<file path="config.mk">
export PLATFORM = sky130hd
export DESIGN_NAME = imem_port_arbiter
export DESIGN_NICKNAME = d
export VERILOG_FILES = /design/src/rtl/imem_port_arbiter.sv
export SDC_FILE = /design/constraint.sdc
export NUM_CORES = 1
export LEC_CHECK = 0
export ABC_AREA = 0
export BUFFER_PORTS_ARGS = -buffer_cell sky130_fd_sc_hd__buf_2
export CELL_PAD_IN_SITES_DETAIL_PLACEMENT = 1
export CELL_PAD_IN_SITES_GLOBAL_PLACEMENT = 2
export CORE_MARGIN = 1
export CORE_UTILIZATION = 16
export CTS_BUF_LIST = sky130_fd_sc_hd__clkbuf_4 sky130_fd_sc_hd__clkbuf_8
export DETAILED_ROUTE_END_ITERATION = 8
export PLACE_DENSITY_LB_ADDON = 0.08
export SKIP_LAST_GASP = 1
export SLEW_MARGIN = 15
export SYNTH_ARGS = -nofsm -noshare
export SYNTH_HDL_FRONTEND = slang
export SYNTH_SLANG_ARGS = --single-unit
</file>
<file path="constraint.sdc">
create_clock -name clk -period 5.1 [get_ports clk]
set_clock_uncertainty 0.15 [all_clocks]
set_input_delay 1.02 -clock clk [delete_from_list [all_inputs] [get_ports clk]]
set_output_delay 1.02 -clock clk [all_outputs]
set_load 0.03 [all_outputs]
</file>
<file path="src/rtl/imem_port_arbiter.sv">
// rtl/imem_port_arbiter.sv - shares one memory port between fetch and LSU with in-order owner-tag response routing
module imem_port_arbiter #(
    parameter int MAX_OUTST    = 4,
    parameter int STARVE_LIMIT = 3
) (
    input  logic        clk,
    input  logic        rst,
    input  logic        if_req_valid_i,
    output logic        if_req_ready_o,
    input  logic [31:0] if_addr_i,
    output logic        if_rsp_valid_o,
    output logic [31:0] if_rdata_o,
    input  logic        ls_req_valid_i,
    output logic        ls_req_ready_o,
    input  logic [31:0] ls_addr_i,
    input  logic        ls_we_i,
    input  logic [31:0] ls_wdata_i,
    input  logic [3:0]  ls_wstrb_i,
    output logic        ls_rsp_valid_o,
    output logic [31:0] ls_rdata_o,
    input  logic        flush_i,
    output logic        mem_req_valid_o,
    input  logic        mem_req_ready_i,
    output logic [31:0] mem_addr_o,
    output logic        mem_we_o,
    output logic [31:0] mem_wdata_o,
    output logic [3:0]  mem_wstrb_o,
    input  logic        mem_rsp_valid_i,
    input  logic [31:0] mem_rdata_i
);

    localparam int AW = $clog2(MAX_OUTST);
    localparam int CW = AW + 1;
    localparam int SW = $clog2(STARVE_LIMIT + 1);

    // Tag FIFO: one owner bit (1 = LSU) and one drop bit per outstanding request.
    logic [MAX_OUTST-1:0] tag_ls;
    logic [MAX_OUTST-1:0] tag_drop;
    logic [AW-1:0]        wr_ptr;
    logic [AW-1:0]        rd_ptr;
    logic [CW-1:0]        count;
    logic [SW-1:0]        starve_cnt;
    logic                 lock;
    logic                 lock_ls;

    logic fifo_full;
    logic grant_ls;
    logic req_valid;
    logic issue;
    logic pop;
    logic head_ls;
    logic head_drop;

    always_comb begin
        fifo_full = (count == CW'(MAX_OUTST));
        if (lock) begin
            grant_ls = lock_ls;
        end else begin
            grant_ls = ls_req_valid_i &
                       ~(if_req_valid_i & (starve_cnt == SW'(STARVE_LIMIT)));
        end
        req_valid       = grant_ls ? ls_req_valid_i : if_req_valid_i;
        mem_req_valid_o = req_valid & ~fifo_full;
        issue           = mem_req_valid_o & mem_req_ready_i;
        if_req_ready_o  = ~grant_ls & mem_req_ready_i & ~fifo_full;
        ls_req_ready_o  =  grant_ls & mem_req_ready_i & ~fifo_full;

        mem_addr_o  = '0;
        mem_we_o    = 1'b0;
        mem_wdata_o = '0;
        mem_wstrb_o = '0;
        if (mem_req_valid_o) begin
            if (grant_ls) begin
                mem_addr_o  = ls_addr_i;
                mem_we_o    = ls_we_i;
                mem_wdata_o = ls_wdata_i;
                mem_wstrb_o = ls_wstrb_i;
            end else begin
                mem_addr_o  = if_addr_i;
            end
        end

        // Responses arriving with nothing outstanding are ignored.
        pop            = mem_rsp_valid_i & (count != '0);
        head_ls        = tag_ls[rd_ptr];
        head_drop      = tag_drop[rd_ptr];
        ls_rsp_valid_o = pop & head_ls;
        if_rsp_valid_o = pop & ~head_ls & ~head_drop & ~flush_i;
        ls_rdata_o     = ls_rsp_valid_o ? mem_rdata_i : '0;
        if_rdata_o     = if_rsp_valid_o ? mem_rdata_i : '0;
    end

    always_ff @(posedge clk or posedge rst) begin
        if (rst) begin
            tag_ls     <= '0;
            tag_drop   <= '0;
            wr_ptr     <= '0;
            rd_ptr     <= '0;
            count      <= '0;
            starve_cnt <= '0;
            lock       <= 1'b0;
            lock_ls    <= 1'b0;
        end else begin
            lock    <= mem_req_valid_o & ~mem_req_ready_i;
            lock_ls <= grant_ls;

            if (!if_req_valid_i) begin
                starve_cnt <= '0;
            end else if (issue) begin
                starve_cnt <= grant_ls ? starve_cnt + SW'(1) : '0;
            end

            if (flush_i) begin
                for (int i = 0; i < MAX_OUTST; i++) begin
                    if (!tag_ls[i]) begin
                        tag_drop[i] <= 1'b1;
                    end
                end
            end

            // The push write follows the flush loop so a same-cycle fetch push keeps its drop.
            if (issue) begin
                tag_ls[wr_ptr]   <= grant_ls;
                tag_drop[wr_ptr] <= flush_i & ~grant_ls;
                wr_ptr           <= wr_ptr + AW'(1);
            end

            if (pop) begin
                rd_ptr <= rd_ptr + AW'(1);
            end

            case ({issue, pop})
                2'b10:   count <= count + CW'(1);
                2'b01:   count <= count - CW'(1);
                default: count <= count;
            endcase
        end
    end

endmodule

</file>
======== Yosys cells after proc, flatten, opt, wreduce, memory -nomap -nowiden ========
Index checks and enable logic that the tools add are counted.
Widths: inputs -> output; s select.
operators by class
  add/subtract/negate cells ............... 5
  order comparisons ....................... 3
  eq/ne operators ......................... 5
  muxes and demuxes ....................... 30
  bitwise operators ....................... 22
  reduce and logical (&&, ||, !) cells .... 3
operator list
  kind                 count
  $mux 32              6
  $mux 4               4
  $and 1x1->1          15
  $mux 1               11
  $bwmux 4             2
  $not 1->1            7
  $add 2x1->2 const B  3
  $lt 2x3->1 const B   2
  $mux 2               3
  $pmux 3 s2           1
  $bmux 1 s2           2
  $eq 2x2->1 const B   2
  $add 3x1->3 const B  1
  $eq 3x3->1 const B   1
  $reduce_bool 3->1    1
  $sub 3x1->3 const B  1
  $demux 1 s2          1
  $eq 2x1->1 const B   1
  $ge 2x1->1 const B   1
  $ne 2x1->1 const B   1
  $reduce_bool 2->1    1
  $logic_and 1x1->1    1
word-level totals
  bits in registers ....................... 19
  input port bits ......................... 140
  word-level logic and storage cells ...... 76

======== Depth between registers and ports, before layout ========
Gate-level depths: netlist (run 1).
  word-level depth ........................ 10
  depth in mapped cells ................... 10
  mapped depth without buffers ............ 9

======== Least setup slack after synthesis (run 1) ========
Ideal clock, no wire load.
  path kind ............................... input port to output port
  from .................................... input if_req_valid_i
  to ...................................... output mem_addr_o[10]
  data arrival time ....................... 2461 ps
  data required time ...................... 3930 ps
  path slack .............................. 1469 ps
  stages .................................. 8
  cells stage by stage .................... and2_1 o21a_1 clkbuf_1 inv_1 buf_2 buf_2 nand2_1 a21oi_1
between the ends
  longest elaborated chain between the ends .. 7
  elaborated cells between the ends (all ways) .. 8
  those cells by class .................... 4 x mux; 4 x bitwise
RTL lines
  what         RTL line  source
  from (decl)  8         input logic if_req_valid_i,
  $and 1x1->1  60        ~(if_req_valid_i & (starve_cnt == SW'(STARVE_LIMIT)));
  $not 1->1    60
  $and 1x1->1  59        grant_ls = ls_req_valid_i &
  $mux 1       56        if (lock) begin
  $mux 1       62        req_valid = grant_ls ? ls_req_valid_i : if_req_valid_i;
  $and 1x1->1  63        mem_req_valid_o = req_valid & ~fifo_full;
  $mux 32 (*)  72        if (mem_req_valid_o) begin
  to (decl)    24        output logic [31:0] mem_addr_o,
Every way passes the cells marked *; elsewhere a longest branch is shown, timed or not.

======== Worst setup path after layout (run 1) ========
  from .................................... input if_req_valid_i
  to ...................................... output mem_addr_o[0]
The elaborated chain is that of the path after synthesis.

==> results of run 1 <==
==> worst max-delay path, cell delays in order <==
cell,delay [ns]
buf_2,0.11
and2_1,0.13
o21a_1,0.18
inv_2,0.28
buf_12,0.28
nand2_1,0.08
a21oi_1,0.13
buf_2,0.23
==> registers in the layout, indices dropped and copies added (netlist names) <==
register,cells
lock,1
starve_cnt,2
tag_ls,4
wr_ptr,2
rd_ptr,2
tag_drop,4
count,3
lock_ls,1
==> Yosys cell counts <==
master / n / area (um2)
xnor2_1: 3 / 26.3
and3_1: 67 / 419
buf_6: 3 / 33.8
or3b_2: 1 / 8.76
nand4_1: 9 / 56.3
a21oi_1: 38 / 190
and2_1: 22 / 138
o21ai_0: 3 / 15.0
nand2_1: 36 / 135
buf_2: 6 / 30.0
nor3_1: 1 / 5.00
and3_2: 3 / 22.5
o31a_1: 1 / 8.76
fa_1: 1 / 20.0
nand2b_1: 1 / 6.26
inv_1: 13 / 48.8
o21a_1: 2 / 15.0
buf_1: 3 / 11.3
mux4_2: 1 / 22.5
or4_1: 1 / 7.51
clkbuf_1: 23 / 86.3
dfrtp_1: 19 / 475
mux2i_1: 5 / 50.1
mux2_2: 1 / 11.3
mux4_1: 1 / 26.3
nand3_1: 34 / 170
and2_2: 12 / 90.1
a32o_1: 4 / 40.0
xor2_1: 3 / 26.3
nor4b_4: 1 / 23.8
nor2_1: 5 / 18.8
ha_1: 6 / 75.1
==> worst paths after layout <==
check                                    start  depth (start not counted)            end
worst max-delay path            if_req_valid_i                          8  mem_addr_o[0]
worst min-delay path                  count[2]                          1       count[2]
worst max register to register        count[0]                         10       count[2]
worst min register to register        count[2]                          1       count[2]
max in group asynchronous                  rst                          2    tag_drop[2]
min in group asynchronous                  rst                          2    tag_drop[1]
==> final cells by class <==
type,count,area [um2]
clock buffer,3,41.3
clock inverter,1,5.00
fill,1800,10100
inverter,13,48.8
multi-input combinational,262,1630
sequential,19,475
tap,180,225
timing repair buffer,284,1450
==> where the power goes <==
part / switching, mW / internal (mW)
combinational: 1.04 / 0.473
sequential: 0.0581 / 0.216
clock: 0.0530 / 0.0543
==> kinds of logic (layout without fill, tap and decap cells) <==
kind of cell / after synthesis / after routing / synth area share
multiplexers: 8 / 8 / 0.0476
buffers and inverters: 48 / 301 / 0.0909
adder cells (fa/ha/maj): 7 / 7 / 0.0411
XOR/XNOR: 6 / 6 / 0.0227
AND/OR/NAND/NOR: 193 / 193 / 0.476
flip-flops: 19 / 19 / 0.206
AO/OA/AOI/OAI: 48 / 48 / 0.116
==> through the flow <==
stage | hold slack (ns) | cell area (um2) | utilization
detailed placement | 0.335 | 3830 | 0.274
global route | 0.373 | 3880 | 0.277
floorplan | 0.307 | 2310 | -
CTS | 0.345 | 3880 | 0.277
finish | 0.342 | 3880 | 0.277
global placement | 0.323 | 3830 | 0.274
==> metal layers <==
| metal | up-vias | global-route usage | wire length [um] | part of all wire |
|---|---|---|---|---|
| met4 | 0 | 0.0198 | 86 | 0.0077 |
| met2 | 182 | 0.274 | 5890 | 0.52 |
| met3 | 4 | 0.0404 | 1170 | 0.10 |
| met1 | 1579 | 0.146 | 4080 | 0.36 |
| li1 | 1650 | - | - | - |
| met5 | - | 0 | 0 | 0 |
==> qor.yml, run 1 <==
status: "completed"
drcViolationCount: 0
drtIter0Drc: 93
cts_tree: "yes"
layout_commonest_cell: "buf_2"
dp_hpwl_um: 9020
port_buffers: 277
ys_seq_area_frac: 0.206
num_rows: 43
regToRegSetupSlack_ns: 1.78
worst_pin_slew_ns: 1.04
grt.total_usage: 0.139
clkTransAtPathRegs_ns: 0.07
cts_num_sinks: 19
dr.pass1.iters: 4
ctsResizeCount: 0
vdd_drop_max_mv: 0.137
cts_buffers: 3
rsz0062_at_grt: "no"
wl_per_cell_um: 14.7
max_freq_ghz: 0.275
cts_setup_buffers: 0
cp.required_ns: 3.93
dieHeight_um: 122
grt_pass1_wl_um: 16600
layout.nets: 730
post_drt_via_cell_ratio: 4.48
path_class: "primary input to output port"
finalSetupViolCount: 0
synthesis.area_mm2: 0.00231
pin_count: 278
avgSynthCellArea_um2: 7.03
powerDensity_mw_per_mm2: 489
syn_to_final_growth_pct: 67.7
ys_seq_elements: 19
preCtsSetupSlack_ns: 1.43
htreeDepth: 1
via_count: 3415
die_x_um: 122
n_antenna_cell: 0
insertion_delay_ns: 0.26
postCtsHoldBufs: 0
slew_violations: 0
power_mw: 1.90
min_period_ns: 3.64
ant_nets: 0
layout_common_cells: "buf_2 (277), and3_1 (67), a21oi_1 (38)"
setup_ws_ns: 1.46
synth_warnings: 0
stdcell_count: 762
relSlewSlack: 0.305
root_buffer: "clkbuf_8"
drive_above_1_share: 0.531
synth.distinct_cells: 32
fin_setup_tns_ns: 0
overflow: 0
hold_class: "flop to flop"
grt_max_degree: 58
antenna_found_initial: 0
globalplace.congestion: 0.713
worstSetupStartpointType: "primary input"
period_share: 0.714
hold_violations: 0
crit_fanout: 57
end_kind: "output port"
routed_wl_um: 11200
grt_pass1_vias: 3339
syn_inst: 329
power.leakage_nw: 2.47
syn-num-nets: 476
die-area_mm2: 0.0149
core_mm2: 0.0140
timing.max_cap.violations: 0
start_util: 0.165
cts_buffer_depth: 2
worstPathArrival_ns: 2.47
place_inst: 758
No activity file was read; power rests on OpenSTA's default activity.
==> run 2: changes to the inputs <==
Settings changed: CORE_UTILIZATION 16 to 13.
Clock period 5.1 ns to 3.2 ns, I/O delays scaled along.
==> qor.yml, run 2 (synthesized netlist as in run 1, its figures left out) <==
status: "completed"
power_mw: 3.12  # +64%
via_count: 3446  # +0.91%
finalInstanceArea_mm2: 0.00398  # +2.5%
port_buffers: 277  # unchanged
worst_pin_slew_ns: 0.848  # -0.195 ns
dr.pass1.iters: 4  # unchanged
post_drt_via_cell_ratio: 4.25  # -5.2%
end_kind: "output port"
crit_fanout: 19  # -67%
worstSetupStartpointType: "flop"
layout_commonest_cell: "buf_2"
drive_above_1_share: 0.534  # +0.00320
relSlewSlack: 0.434  # +0.130
drtIter0Drc: 76  # -18%
cp.required_ns: 2.41  # -1.52 ns
worstPathArrival_ns: 2.13  # -0.34 ns
path_class: "flop to output port"
grt_pass1_wl_um: 18000  # +8.2%
die_x_um: 135  # +11%
ctsResizeCount: 0  # unchanged
min_period_ns: 2.92
start_util: 0.133  # -0.0321
layout.nets: 734  # +0.55%
hold_violations: 0  # unchanged
period_share: 0.913
vdd_drop_max_mv: 0.232  # +70%
power.leakage_nw: 2.49  # +0.97%
timing.max_cap.violations: 0  # unchanged
grt.total_usage: 0.125  # -0.0143
num_rows: 48  # +12%
wl_per_cell_um: 15.0  # +1.7%
finalSetupViolCount: 0  # unchanged
setup_ws_ns: 0.279  # -1.18 ns
ant_nets: 0  # unchanged
pin_count: 278  # unchanged
cts_buffers: 3  # unchanged
max_freq_ghz: 0.342
dp_hpwl_um: 9920  # +10%
routed_wl_um: 12200  # +8.3%
clkTransAtPathRegs_ns: 0.08  # about the same
layout_common_cells: "buf_2 (277), and3_1 (67), a21oi_1 (38)"
postCtsHoldBufs: 0  # unchanged
n_antenna_cell: 0  # unchanged
reg_top3: "tag_drop: 4 flops, tag_ls: 4 flops, count: 3 flops"
drcViolationCount: 0  # unchanged
slew_violations: 0  # unchanged
antenna_found_initial: 0  # unchanged
insertion_delay_ns: 0.26  # about the same
fin_setup_tns_ns: 0  # unchanged
dieHeight_um: 135  # +11%
root_buffer: "clkbuf_8"
cts_tree: "yes"
core_mm2: 0.0174  # +24%
grt_pass1_vias: 3422  # +2.5%
cts_num_sinks: 19  # unchanged
htreeDepth: 1  # unchanged
globalplace.congestion: 0.725  # +1.7%
stdcell_count: 811  # +6.4%
placed_area_mm2: 0.00393  # +2.6%
powerDensity_mw_per_mm2: 784  # +60%
die-area_mm2: 0.0183  # +23%
cts_buffer_depth: 2  # unchanged
cts_setup_buffers: 0  # unchanged
syn_to_final_growth_pct: 71.9
hold_class: "primary input to async pin"
rsz0062_at_grt: "no"
grt_max_degree: 53  # -8.6%
preCtsSetupSlack_ns: 0.407  # -1.02 ns
overflow: 0  # unchanged
place_inst: 807  # +6.5%
[run 2: cell count changes in the layout (fill, tap and decap cells not counted), sizes merged]
cell | previous run | this run
buf | 284 | 288
[run 2: routing by layer]
metal / routed length (um) / GRT usage / vias to the layer above
met5: 0 / 0 / -
met4: 97 / 0.0212 / 0
met2: 6530 / 0.247 / 175
li1: - / - / 1661
met3: 1010 / 0.0284 / 4
met1: 4520 / 0.134 / 1606
[run 2: path summary, 6_finish.rpt]
| kind | startpoint | endpoint | slack, ns | depth (start not counted) |
|---|---|---|---|---|
| setup / recovery | rd_ptr[0] | if_rdata_o[22] | 0.28 | 5 |
| hold / removal | rst | count[2] | 0.35 | 2 |
| setup reg to reg | count[0] | count[2] | 0.55 | 9 |
| hold reg to reg | count[2] | count[2] | 0.35 | 1 |
| max in group asynchronous | rst | rd_ptr[1] | 2.08 | 2 |
| min in group clk | count[2] | count[2] | 0.35 | 1 |
[run 2: cell type report]
cell class                      instances  area (um2)
Fill cell                            2213       13400
Clock buffer                            3        41.3
Clock inverter                          1        5.00
Sequential cell                        19         475
Inverter                               13        48.8
Multi-Input combinational cell        262        1630
Timing Repair Buffer                  288        1490
Tap cell                              225         282
[run 2: power by group]
| part | total (mW) | switching, mW | internal, mW |
|---|---|---|---|
| sequential | 0.436 | 0.0914 | 0.345 |
| combinational | 2.50 | 1.71 | 0.797 |
| clock | 0.177 | 0.0898 | 0.0869 |
| total | 3.12 | 1.89 | 1.23 |
[run 2: per-stage QoR]
stage          hold WS [ns]   util
3_5_place_dp          0.337  0.226
4_1_cts               0.345  0.229
2_1_floorplan         0.307      -
3_3_place_gp          0.325  0.226
6_report              0.350  0.229
5_1_grt               0.393  0.229
[run 2: critical path, stage by stage, from the launching register on]
cell,delay (ns)
dfrtp_1,0.42
mux4_1,0.62
nor4b_4,0.24
buf_4,0.24
and2_2,0.15
buf_2,0.19
